File: src/rtl/lock_chamber_ctrl.sv
// Canal lock chamber controller: sequences a gondola through the chamber,
// interlocks the doors against the water level, and drives the status LEDs.
module lock_chamber_ctrl #(
    parameter int unsigned BOAT_DELAY = 10,
    parameter int unsigned LEVEL_MAX  = 8
) (
    input  logic       clk,
    input  logic       reset,
    input  logic       outer_gondola_arrival_sw,
    input  logic       inner_gondola_arrival_sw,
    input  logic       outer_door_sw,
    input  logic       inner_door_sw,
    input  logic       inc_water_level,
    input  logic       dec_water_level,
    output logic       outer_gondola_led,
    output logic       inner_gondola_led,
    output logic       outer_door_openable_led,
    output logic       inner_door_openable_led,
    output logic       chamber_occupied,
    output logic [3:0] water_level,
    output logic [2:0] state
);

    typedef enum logic [2:0] {
        S_IDLE       = 3'd0,
        S_ARRIVE     = 3'd1,
        S_WAIT_ENTRY = 3'd2,
        S_ENTER      = 3'd3,
        S_IN_CHAMBER = 3'd4,
        S_DEPART     = 3'd5
    } state_t;

    typedef enum logic {
        SIDE_OUTER = 1'b0,
        SIDE_INNER = 1'b1
    } side_t;

    localparam logic [7:0] CNT_LOAD = 8'(BOAT_DELAY - 1);
    localparam logic [3:0] LVL_TOP  = 4'(LEVEL_MAX);

    state_t     state_q, state_d;
    side_t      side_q, side_d;
    logic [7:0] cnt_q, cnt_d;
    logic [3:0] level_q, level_d;
    logic [3:0] sw_prev_q;
    logic       primed_q;
    logic       og_led_q, ig_led_q, oo_led_q, io_led_q, occ_q;
    logic       og_led_d, ig_led_d, oo_led_d, io_led_d, occ_d;

    logic [3:0] sw_now;
    logic [3:0] rise;
    logic       rise_oa, rise_ia, rise_od, rise_id;
    logic       outer_match, inner_match;
    logic       outer_match_d, inner_match_d;

    assign sw_now = {outer_gondola_arrival_sw, inner_gondola_arrival_sw,
                     outer_door_sw, inner_door_sw};

    // No edge is reported on the first clock after reset, so a switch that
    // was already high while reset was asserted is not seen as a request.
    assign rise    = primed_q ? (sw_now & ~sw_prev_q) : '0;
    assign rise_oa = rise[3];
    assign rise_ia = rise[2];
    assign rise_od = rise[1];
    assign rise_id = rise[0];

    assign outer_match = (level_q == '0);
    assign inner_match = (level_q == LVL_TOP);

    always_comb begin
        state_d = state_q;
        side_d  = side_q;
        cnt_d   = cnt_q;
        case (state_q)
            S_IDLE: begin
                if (rise_oa) begin
                    state_d = S_ARRIVE;
                    side_d  = SIDE_OUTER;
                    cnt_d   = CNT_LOAD;
                end else if (rise_ia) begin
                    state_d = S_ARRIVE;
                    side_d  = SIDE_INNER;
                    cnt_d   = CNT_LOAD;
                end
            end
            S_ARRIVE: begin
                if (cnt_q == '0) state_d = S_WAIT_ENTRY;
                else             cnt_d   = cnt_q - 8'd1;
            end
            S_WAIT_ENTRY: begin
                if ((side_q == SIDE_OUTER && rise_od && outer_match) ||
                    (side_q == SIDE_INNER && rise_id && inner_match)) begin
                    state_d = S_ENTER;
                    cnt_d   = CNT_LOAD;
                end
            end
            S_ENTER: begin
                if (cnt_q == '0) state_d = S_IN_CHAMBER;
                else             cnt_d   = cnt_q - 8'd1;
            end
            S_IN_CHAMBER: begin
                if ((side_q == SIDE_OUTER && rise_id && inner_match) ||
                    (side_q == SIDE_INNER && rise_od && outer_match)) begin
                    state_d = S_DEPART;
                    cnt_d   = CNT_LOAD;
                end
            end
            S_DEPART: begin
                if (cnt_q == '0) state_d = S_IDLE;
                else             cnt_d   = cnt_q - 8'd1;
            end
            default: begin
                state_d = S_IDLE;
                cnt_d   = '0;
            end
        endcase
    end

    // The level is frozen while a door is open for a gondola passing through.
    always_comb begin
        level_d = level_q;
        if (state_q != S_ENTER && state_q != S_DEPART) begin
            if (inc_water_level && !dec_water_level && level_q < LVL_TOP)
                level_d = level_q + 4'd1;
            else if (dec_water_level && !inc_water_level && level_q != '0)
                level_d = level_q - 4'd1;
        end
    end

    // LEDs are derived from next-state values so the registered outputs are
    // consistent with the registered state and level in the same cycle.
    always_comb begin
        outer_match_d = (level_d == '0);
        inner_match_d = (level_d == LVL_TOP);
        og_led_d = (state_d == S_WAIT_ENTRY) && (side_d == SIDE_OUTER);
        ig_led_d = (state_d == S_WAIT_ENTRY) && (side_d == SIDE_INNER);
        occ_d    = (state_d == S_IN_CHAMBER);
        oo_led_d = outer_match_d &&
                   ((state_d == S_WAIT_ENTRY && side_d == SIDE_OUTER) ||
                    (state_d == S_IN_CHAMBER && side_d == SIDE_INNER));
        io_led_d = inner_match_d &&
                   ((state_d == S_WAIT_ENTRY && side_d == SIDE_INNER) ||
                    (state_d == S_IN_CHAMBER && side_d == SIDE_OUTER));
    end

    always_ff @(posedge clk or posedge reset) begin
        if (reset) begin
            state_q   <= S_IDLE;
            side_q    <= SIDE_OUTER;
            cnt_q     <= '0;
            level_q   <= '0;
            sw_prev_q <= '0;
            primed_q  <= 1'b0;
            og_led_q  <= 1'b0;
            ig_led_q  <= 1'b0;
            oo_led_q  <= 1'b0;
            io_led_q  <= 1'b0;
            occ_q     <= 1'b0;
        end else begin
            state_q   <= state_d;
            side_q    <= side_d;
            cnt_q     <= cnt_d;
            level_q   <= level_d;
            sw_prev_q <= sw_now;
            primed_q  <= 1'b1;
            og_led_q  <= og_led_d;
            ig_led_q  <= ig_led_d;
            oo_led_q  <= oo_led_d;
            io_led_q  <= io_led_d;
            occ_q     <= occ_d;
        end
    end

    assign outer_gondola_led       = og_led_q;
    assign inner_gondola_led       = ig_led_q;
    assign outer_door_openable_led = oo_led_q;
    assign inner_door_openable_led = io_led_q;
    assign chamber_occupied        = occ_q;
    assign water_level             = level_q;
    assign state                   = state_q;

endmodule

File: config.mk
export PLATFORM = sky130hd
export DESIGN_NAME = lock_chamber_ctrl
export DESIGN_NICKNAME = d
export VERILOG_FILES = /design/src/rtl/lock_chamber_ctrl.sv
export SDC_FILE = /design/constraint.sdc
export NUM_CORES = 1
export LEC_CHECK = 0
export BUFFER_PORTS_ARGS = -buffer_cell sky130_fd_sc_hd__buf_4
export CAP_MARGIN = 20
export CORE_UTILIZATION = 57
export CTS_CLUSTER_SIZE = 25
export DETAILED_ROUTE_END_ITERATION = 7
export PLACE_DENSITY = 0.79
export SLEW_MARGIN = 20
export SYNTH_ARGS = -nofsm -noshare
export SYNTH_HDL_FRONTEND = slang
export SYNTH_SLANG_ARGS = --single-unit
File: constraint.sdc
create_clock -name clk -period 3.1 [get_ports clk]
set_clock_uncertainty 0.2 [all_clocks]
set_input_delay 0.93 -clock clk [delete_from_list [all_inputs] [get_ports clk]]
set_output_delay 0.93 -clock clk [all_outputs]
set_load 0.02 [all_outputs]
==> reports/qor.yml, run 1 <==
floorplanning:
  start_util_pct: 60.9
  die_x_um: 53.9
  row_count: 18
  ioPinCount: 20
  die-area_mm2: 0.00291
  coreArea_mm2: 0.00252
  die_height_um: 53.9
worst_setup_path:
  critPathKind: "reg2reg"
  worstSetupStartpointType: "flip-flop"
  cp.arrival_ps: 2630
  worst_path_max_delay_cell: "dfrtp_1"
  path_max_fanout: 10
  r2r_cells: 7
  crit_path_max_incr_delay_ps: 440
  critPathRequiredTime_ps: 3160
  reg2reg_slack_ps: 540
  timing.rr.end: "outer_door_openable_led$_DFF_PP0_"
  cp-end-kind: "flip-flop"
  path_cells: "inv_1, ha_1, nor3b_4, a21oi_1, a41o_2, a221oi_2, and4bb_2"
  regToRegStartpoint: "cnt_q[0]$_DFFE_PP0P_"
global_route:
  grt_usage_pct: 24.1
  grt_pass1_wl_um: 4950
  grt_overflow_total: 0
  antenna_found_initial: 0
  grt_pass1_vias: 1084
  grt_max_degree: 27
detailed_routing:
  first_pass_iters: 4
  routedWlPerCell_um: 15.8
  vias: 1181
  via_per_inst: 5.96
  drc_errors: 0
  ant_nets: 0
  wirelength_um: 3120
  drtIter0Drc: 26
clock_network:
  post_cts_resized: 0
  cts_sinks: 26
  hold_buffers: 0
  clock_latency_ps: 320
  cts_tree: "yes"
  cts_max_level: 1
  cts_buffer_depth: 2
  cts_buffers: 3
  root_buffer: "clkbuf_4"
  postCtsSetupBuffers: 0
  clk_pin_slew_ps: 140
timing:
  fmax_mhz: 390
  post-route-min-period_ps: 2560
  maxSlewViolCount: 0
  setup_tns_ps: 0
  rsz0062_at_grt: "false"
  max_slew_margin_pct: 61.6
  setup_viol: 0
  post-route-period-util_pct: 82.7
  hold_viol: 0
  worst-slew-pin-transition_ps: 571
  layout_setup_ws_ps: 535
placed_design:
  gp_congestion: 0.826
  port_buffers: 19
  dpl_worst_slack_ps: 454
  dpl_cell_area_mm2: 0.00171
  dp_hpwl_um: 2280
synthesis:
  synth.top_cell.area_share_pct: 42.3
  syn_nets: 158
  ys_ff_latch: 26
  async_reset_ff_share_pct: 100
  synth_cell_types: 51
  postSynthAreaPerCell_um2: 10.5
  synthCells: 146
  synth_top_area_cell: "dfrtp_1"
  ys_seq_area_share_pct: 42.3
  synth_fa_ha_area_share_pct: 3.26
  yosys.area_share.simple_pct: 21.9
  synth.area.top_cells: "dfrtp_1, ha_1, nor2b_1"
  syn-cell-area_mm2: 0.00154
  yosysWarningCount: 0
  synth_flop_cell: "dfrtp_1"
  synthXorXnorAreaFrac_pct: 2.85
  synth_top_family_by_area: "simple AND/OR/NAND/NOR gates"
  synth_compound_area_share_pct: 19.5
  muxShareOfSynthArea_pct: 5.13
  synth_edf_count: 0
power_and_ir_drop:
  powerDensity_mw_per_mm2: 987
  ir_worst_vdd_uv: 608
  leakage_nw: 0.803
  finalPower_mw: 1.74
final_layout:
  area_delta_synth_final_pct: 14.6
  postLayoutCellArea_mm2: 0.00176
  drive_above_1_share_pct: 25.6
  diodes: 0
  nets: 181
  nFillCells: 205
hold_path:
  min_path_type: "reg2reg"
  holdCritStartpoint: "cnt_q[5]$_DFFE_PP0P_"
  min_delay_path_depth: 1
  whs_endpoint: "cnt_q[5]$_DFFE_PP0P_"
outcome:
  status: "finished clean"
run:
  cap_violations: 0
==> cell usage in the layout, fill, tap and decap left out, types with 3 or more instances in the layout <==
| master | netlist | final |
|---|---|---|
| nor2_1 | 8 | 8 |
| o21ai_0 | 7 | 7 |
| and3_1 | 3 | 3 |
| o21a_1 | 5 | 5 |
| dfrtp_1 | 26 | 26 |
| mux2i_1 | 3 | 3 |
| ha_1 | 4 | 4 |
| nor2b_1 | 7 | 7 |
| nand2_1 | 4 | 4 |
| a21oi_1 | 8 | 8 |
| xor2_1 | 3 | 3 |
| buf_4 | 0 | 22 |
| mux2_2 | 3 | 3 |
| inv_1 | 11 | 11 |
| nand3_1 | 5 | 5 |
| a31oi_1 | 3 | 3 |
| nor3_1 | 3 | 3 |
| clkbuf_4 | 0 | 3 |
==> synth_stat cells, types with 2 or more instances <==
master,instances
o21a_1,5
nor2b_1,7
nor3_1,3
nor4_1,2
inv_1,11
dfrtp_1,26
a32oi_1,2
buf_6,2
mux2i_1,3
and3_1,3
ha_1,4
o21ai_0,7
a21oi_1,8
mux2_2,3
o31ai_1,2
nand2_1,4
nor2_1,8
nand3_1,5
nor3b_4,2
xnor2_1,2
and2_1,2
nand4_1,2
a31oi_1,3
xor2_1,3
==> stage by stage <==
stage	util [%]	std cells	hold WS, ps
CTS	69.8	198	373
global route	69.8	198	390
global placement	67.7	194	348
finish	69.8	198	374
detailed placement	67.7	194	352
floorplan	-	146	321
==> layout make-up <==
class                           instances  area (µm²)  area share, %
Clock buffer                            3        22.5           1.28
Tap cell                               30        37.5           2.13
Inverter                               11        41.3           2.35
Multi-Input combinational cell        105         813           46.2
Timing Repair Buffer                   22         165           9.38
Sequential cell                        26         651           37.0
Clock inverter                          1        30.0           1.71
==> where the power goes <==
group	total, mW	switching, mW	internal [mW]
clock	0.231	0.100	0.131
combinational	0.867	0.457	0.410
sequential	0.639	0.192	0.446
total	1.74	0.749	0.988
==> metal layers <==
metal,part of all wire (%),global-route usage [%]
met2,45,37.9
met5,0,0
met1,50,34.8
met4,0.32,5.26
met3,4.6,3.95
==> registers in the layout, summed over array words and instances, names as in the netlist <==
signal	flops
cnt_q	8
sw_prev_q	4
water_level	4
state	3
chamber_occupied	1
inner_door_openable_led	1
inner_gondola_led	1
outer_door_openable_led	1
outer_gondola_led	1
primed_q	1
side_q	1
==> critical path, delay by kind of cell (launching register included) <==
family	cells	cell delay [ps]
AOI/OAI and AO/OA	3	840
adders and majority gates	1	220
buffers and inverters	1	100
DFF	1	440
and+or+nand+nor	2	710
==> cells by family (layout without fill, tap and decap cells) <==
family / after synthesis / in the layout
AND/OR/NAND/NOR: 49 / 49
AO/OA/AOI/OAI: 39 / 39
flip-flops: 26 / 26
buffers and inverters: 15 / 37
multiplexers: 7 / 7
XOR/XNOR: 5 / 5
adder cells (fa/ha/maj): 4 / 4
other: 1 / 1
==> worst max-delay path by stage <==
| stage | startpoint | endpoint | cells after the start |
|---|---|---|---|
| floorplan | inc_water_level | outer_door_openable_led$_DFF_PP0_ | 4 |
| global placement | inc_water_level | outer_door_openable_led$_DFF_PP0_ | 6 |
| detailed placement | inc_water_level | outer_door_openable_led$_DFF_PP0_ | 6 |
| CTS | cnt_q[0]$_DFFE_PP0P_ | outer_door_openable_led$_DFF_PP0_ | 7 |
| global route | cnt_q[0]$_DFFE_PP0P_ | outer_door_openable_led$_DFF_PP0_ | 7 |
| finish | cnt_q[0]$_DFFE_PP0P_ | outer_door_openable_led$_DFF_PP0_ | 7 |
(Power assumes the default switching activity.)
==> run 2: changes to the inputs <==
==> constraint.sdc (replaced) <==
create_clock -name clk -period 2.4 [get_ports clk]
set_clock_uncertainty 0.2 [all_clocks]
set_input_delay 0.72 -clock clk [delete_from_list [all_inputs] [get_ports clk]]
set_output_delay 0.72 -clock clk [all_outputs]
set_load 0.02 [all_outputs]
==> reports/qor.yml, run 2 (same netlist as run 1, synthesis figures left out) <==
outcome:
  status: "finished clean"
final_layout:
  largest_reg_flops: 8
  regMostFlops: "cnt_q"
  nets: 192
  area_delta_synth_final_pct: 20.7
  postLayoutCellArea_mm2: 0.00185
  nFillCells: 195
  final_cell_mix: "buf_4, dfrtp_1, inv_1"
  drive_above_1_share_pct: 30.2
  post-route-util_pct: 73.5
  layout_commonest_cell: "buf_4"
  diodes: 0
floorplanning:
  ioPinCount: 20
  start_util_pct: 60.9
  coreArea_mm2: 0.00252
  die-area_mm2: 0.00291
  die_height_um: 53.9
  row_count: 18
  die_x_um: 53.9
detailed_routing:
  routedWlPerCell_um: 15.1
  via_per_inst: 5.91
  drc_errors: 0
  ant_nets: 0
  vias: 1235
  wirelength_um: 3160
  first_pass_iters: 4
  drtIter0Drc: 28
worst_setup_path:
  cp-end-kind: "flip-flop"
  reg2reg_slack_ps: 100
  crit_path_max_incr_delay_ps: 400
  worst_path_max_delay_cell: "dfrtp_1"
  path_max_fanout: 5
  regToRegStartpoint: "water_level[0]$_DFF_PP0_"
  cp.arrival_ps: 2330
  path_cells: "inv_1, ha_1, and3b_2, nor3b_4, o22ai_2, a221oi_4, mux2_4"
  critPathKind: "reg2reg"
  r2r_cells: 7
  worstSetupStartpointType: "flip-flop"
  critPathRequiredTime_ps: 2430
  critical_path.top_delay_family: "compound AO/OA/AOI/OAI gates"
  timing.rr.end: "cnt_q[1]$_DFFE_PP0P_"
  cp_num_buf_inv: 1
clock_network:
  cts_buffers: 3
  hold_buffers: 0
  cts_max_level: 1
  clk_pin_slew_ps: 140
  cts_sinks: 26
  clock_latency_ps: 330
  cts_buffer_depth: 2
  root_buffer: "clkbuf_4"
  cts_tree: "yes"
placed_design:
  dp_hpwl_um: 2340
  dpl_cell_area_mm2: 0.00177
  gp_congestion: 0.801
  port_buffers: 19
timing:
  post-route-min-period_ps: 2300
  max_slew_margin_pct: 59.0
  post-route-period-util_pct: 96.0
  setup_tns_ps: 0
  whs_ps: 221
  setup_viol: 0
  hold_viol: 0
  maxSlewViolCount: 0
  worst-slew-pin-transition_ps: 610
  fmax_mhz: 434
  rsz0062_at_grt: "false"
global_route:
  grt_usage_pct: 25.0
  grt_max_degree: 27
  grt_pass1_vias: 1157
  grt_overflow_total: 0
  antenna_found_initial: 0
  grt_pass1_wl_um: 5170
power_and_ir_drop:
  ir_worst_vdd_uv: 916
  finalPower_mw: 2.38
  powerDensity_mw_per_mm2: 1280
  leakage_nw: 0.856
hold_path:
  min_path_type: "in2async"
run:
  cap_violations: 0
run 2: worst max-delay path by stage:
stage                        startpoint                           endpoint  slack (ps)  cells past startpoint
2_1_floorplan  water_level[0]$_DFF_PP0_               cnt_q[1]$_DFFE_PP0P_          40                      7
6_report       water_level[0]$_DFF_PP0_               cnt_q[1]$_DFFE_PP0P_         100                      7
4_1_cts            cnt_q[0]$_DFFE_PP0P_  outer_door_openable_led$_DFF_PP0_          40                      7
3_3_place_gp   outer_gondola_arrival_sw  outer_door_openable_led$_DFF_PP0_         120                      6
5_1_grt        water_level[0]$_DFF_PP0_               cnt_q[5]$_DFFE_PP0P_          20                      8
3_5_place_dp       cnt_q[0]$_DFFE_PP0P_  outer_door_openable_led$_DFF_PP0_          70                      7
run 2: worst register-to-register path, cell delays in order (launching register included):
cell and delay, ps:
dfrtp_1 400, inv_1 80, ha_1 190, and3b_2 250, nor3b_4 220, o22ai_2 130
a221oi_4 400, mux2_4 330
run 2: report_power, final:
| group | switching [mW] | internal [mW] |
|---|---|---|
| combinational | 0.685 | 0.636 |
| clock | 0.129 | 0.169 |
| sequential | 0.185 | 0.577 |
| total | 0.999 | 1.38 |
run 2: area by class of cell:
type	count	area, µm²	share of cell area, %
sequential	26	651	35.1
timing repair buffer	33	248	13.4
multi-input combinational	105	825	44.5
clock inverter	1	30.0	1.62
clock buffer	3	22.5	1.21
tap	30	37.5	2.02
inverter	11	41.3	2.23
run 2: metal layers:
| layer | track usage, % | vias to the layer above | part of all wire [%] |
|---|---|---|---|
| li1 | - | 602 | - |
| met1 | 33.7 | 603 | 49 |
| met2 | 40.7 | 28 | 46 |
| met3 | 5.37 | 2 | 4.0 |
| met4 | 5.70 | 0 | 0.48 |
| met5 | 0 | - | 0 |
run 2: repair_timing:
action | 4_1_cts | 5_1_grt
buffers inserted | 0 | 3
endpoints found under the hold margin | 0 | 0
endpoints found under the setup margin | 0 | 6
resized for setup | 0 | 1
run 2: stage by stage:
stage / worst slack, ps / instances
2_1_floorplan: 40.7 / 146
3_3_place_gp: 119 / 202
3_5_place_dp: 66.8 / 202
4_1_cts: 36.2 / 206
5_1_grt: 22.0 / 209
6_report: 97.1 / 209
==> run 3: changes to the inputs <==
--- a/config.mk
+++ b/config.mk
@@ -7,10 +7,11 @@
 export LEC_CHECK = 0
 export BUFFER_PORTS_ARGS = -buffer_cell sky130_fd_sc_hd__buf_4
 export CAP_MARGIN = 20
-export CORE_UTILIZATION = 57
+export CORE_UTILIZATION = 59
+export CTS_BUF_LIST = sky130_fd_sc_hd__clkbuf_2 sky130_fd_sc_hd__clkbuf_4 sky130_fd_sc_hd__clkbuf_8
 export CTS_CLUSTER_SIZE = 25
 export DETAILED_ROUTE_END_ITERATION = 7
-export PLACE_DENSITY = 0.79
+export PLACE_DENSITY = 0.81
 export SLEW_MARGIN = 20
 export SYNTH_ARGS = -nofsm -noshare
 export SYNTH_HDL_FRONTEND = slang
==> constraint.sdc (replaced) <==
create_clock -name clk -period 2.5 [get_ports clk]
set_clock_uncertainty 0.2 [all_clocks]
set_input_delay 0.75 -clock clk [delete_from_list [all_inputs] [get_ports clk]]
set_output_delay 0.75 -clock clk [all_outputs]
set_load 0.02 [all_outputs]
==> reports/qor.yml, run 3 (same netlist as run 1, synthesis figures left out) <==
detailed_routing:
  routedWlPerCell_um: 16.5
  drc_errors: 0
  ant_nets: 0
  drtIter0Drc: 46
  first_pass_iters: 4
  vias: 1279
  wirelength_um: 3370
  via_per_inst: 6.27
clock_network:
  cts_buffers: 3
  clock_latency_ps: 320
  cts_tree: "yes"
  post_cts_resized: 0
  cts_max_level: 1
  hold_buffers: 0
  cts_buffer_depth: 2
  cts_sinks: 26
  root_buffer: "clkbuf_4"
  clk_pin_slew_ps: 140
final_layout:
  final_cell_mix: "buf_4, dfrtp_1, inv_1"
  largest_reg_flops: 8
  regMostFlops: "cnt_q"
  diodes: 0
  nets: 187
  layout_commonest_cell: "buf_4"
  area_delta_synth_final_pct: 16.4
  drive_above_1_share_pct: 28.2
  nFillCells: 176
power_and_ir_drop:
  finalPower_mw: 2.16
  leakage_nw: 0.826
  powerDensity_mw_per_mm2: 1210
  ir_worst_vdd_uv: 830
floorplanning:
  die_x_um: 53.0
  die_height_um: 53.0
  ioPinCount: 20
  die-area_mm2: 0.00281
  coreArea_mm2: 0.00248
  row_count: 18
  start_util_pct: 62.0
global_route:
  grt_overflow_total: 0
  antenna_found_initial: 0
  grt_max_degree: 27
  grt_usage_pct: 25.2
  grt_pass1_vias: 1110
  grt_pass1_wl_um: 5090
timing:
  rsz0062_at_grt: "false"
  post-route-min-period_ps: 2410
  worst-slew-pin-transition_ps: 535
  hold_viol: 0
  setup_viol: 0
  max_slew_margin_pct: 64.0
  setup_tns_ps: 0
  fmax_mhz: 415
  post-route-period-util_pct: 96.5
  maxSlewViolCount: 0
worst_setup_path:
  cp.arrival_ps: 2430
  critPathRequiredTime_ps: 2520
  cp-end-kind: "flip-flop"
  critPathKind: "reg2reg"
  worstSetupStartpointType: "flip-flop"
  path_max_fanout: 5
hold_path:
  min_path_type: "in2async"
placed_design:
  gp_congestion: 0.891
  dp_hpwl_um: 2340
  port_buffers: 19
outcome:
  status: "finished clean"
run:
  cap_violations: 0
[run 3: cell count changes in the layout (fill, tap and decap cells not counted)]
cell and delta:
clkbuf_8 +1, a221oi_2 +1, bufinv_16 -1, buf_4 -5, a221oi_4 -1
[run 3: final timing paths]
path	start	endpoint	slack (ps)	cells past startpoint
worst max-delay path	cnt_q[0]$_DFFE_PP0P_	inner_door_openable_led$_DFF_PP0_	90	8
worst min-delay path	reset	inner_gondola_led$_DFF_PP0_	260	3
worst max register to register	cnt_q[0]$_DFFE_PP0P_	inner_door_openable_led$_DFF_PP0_	90	8
worst min register to register	cnt_q[5]$_DFFE_PP0P_	cnt_q[5]$_DFFE_PP0P_	380	1
max in group asynchronous	reset	cnt_q[6]$_DFFE_PP0P_	1600	3
min in group clk	inner_gondola_arrival_sw	sw_prev_q[2]$_DFF_PP0_	330	1
[run 3: final cells by class]
class / instances / area (µm²) / area share [%]
Timing Repair Buffer: 28 / 210 / 11.7
Multi-Input combinational cell: 105 / 813 / 45.5
Sequential cell: 26 / 651 / 36.4
Clock buffer: 4 / 36.3 / 2.03
Tap cell: 30 / 37.5 / 2.10
Inverter: 11 / 41.3 / 2.31
[run 3: per-stage QoR]
stage / setup WS, ps / hold WS [ps] / instance area, µm² / utilization (%) / cells
after floorplan: 141 / 321 / 1540 / - / 146
after global placement: 208 / 366 / 1730 / 69.8 / 197
after detailed placement: 149 / 357 / 1730 / 69.8 / 197
after CTS: 67.5 / 276 / 1770 / 71.3 / 201
after global routing: 2.17 / 292 / 1790 / 72.2 / 204
final: 88.4 / 258 / 1790 / 72.2 / 204
[run 3: per-layer routing]
| metal | wire length, µm | global-route usage, % | up-vias |
|---|---|---|---|
| met3 | 265 | 3.45 | 6 |
| met5 | 0 | 0 | - |
| li1 | - | - | 598 |
| met1 | 1530 | 37.1 | 603 |
| met2 | 1530 | 38.4 | 72 |
| met4 | 36 | 7.02 | 0 |
[run 3: what timing repair did]
item,CTS,global route
buffers inserted,0,3
hold endpoints to repair,0,0
endpoints found under the setup margin,0,5
[run 3: worst max-delay path, cell delays in order (launching register included)]
cell     delay (ps)
dfrtp_1         420
inv_1            90
ha_1            200
nor3b_4         320
buf_4           190
nand3_1          90
mux2_2          340
mux2_2          260
and4_1          220
[run 3: report_power, final]
group | switching, mW | internal, mW | leakage, nW | total (mW)
Sequential | 0.230 | 0.554 | 0.325 | 0.783
Clock | 0.121 | 0.0891 | 0.0210 | 0.210
Combinational | 0.610 | 0.555 | 0.480 | 1.16
Total | 0.960 | 1.20 | 0.826 | 2.16
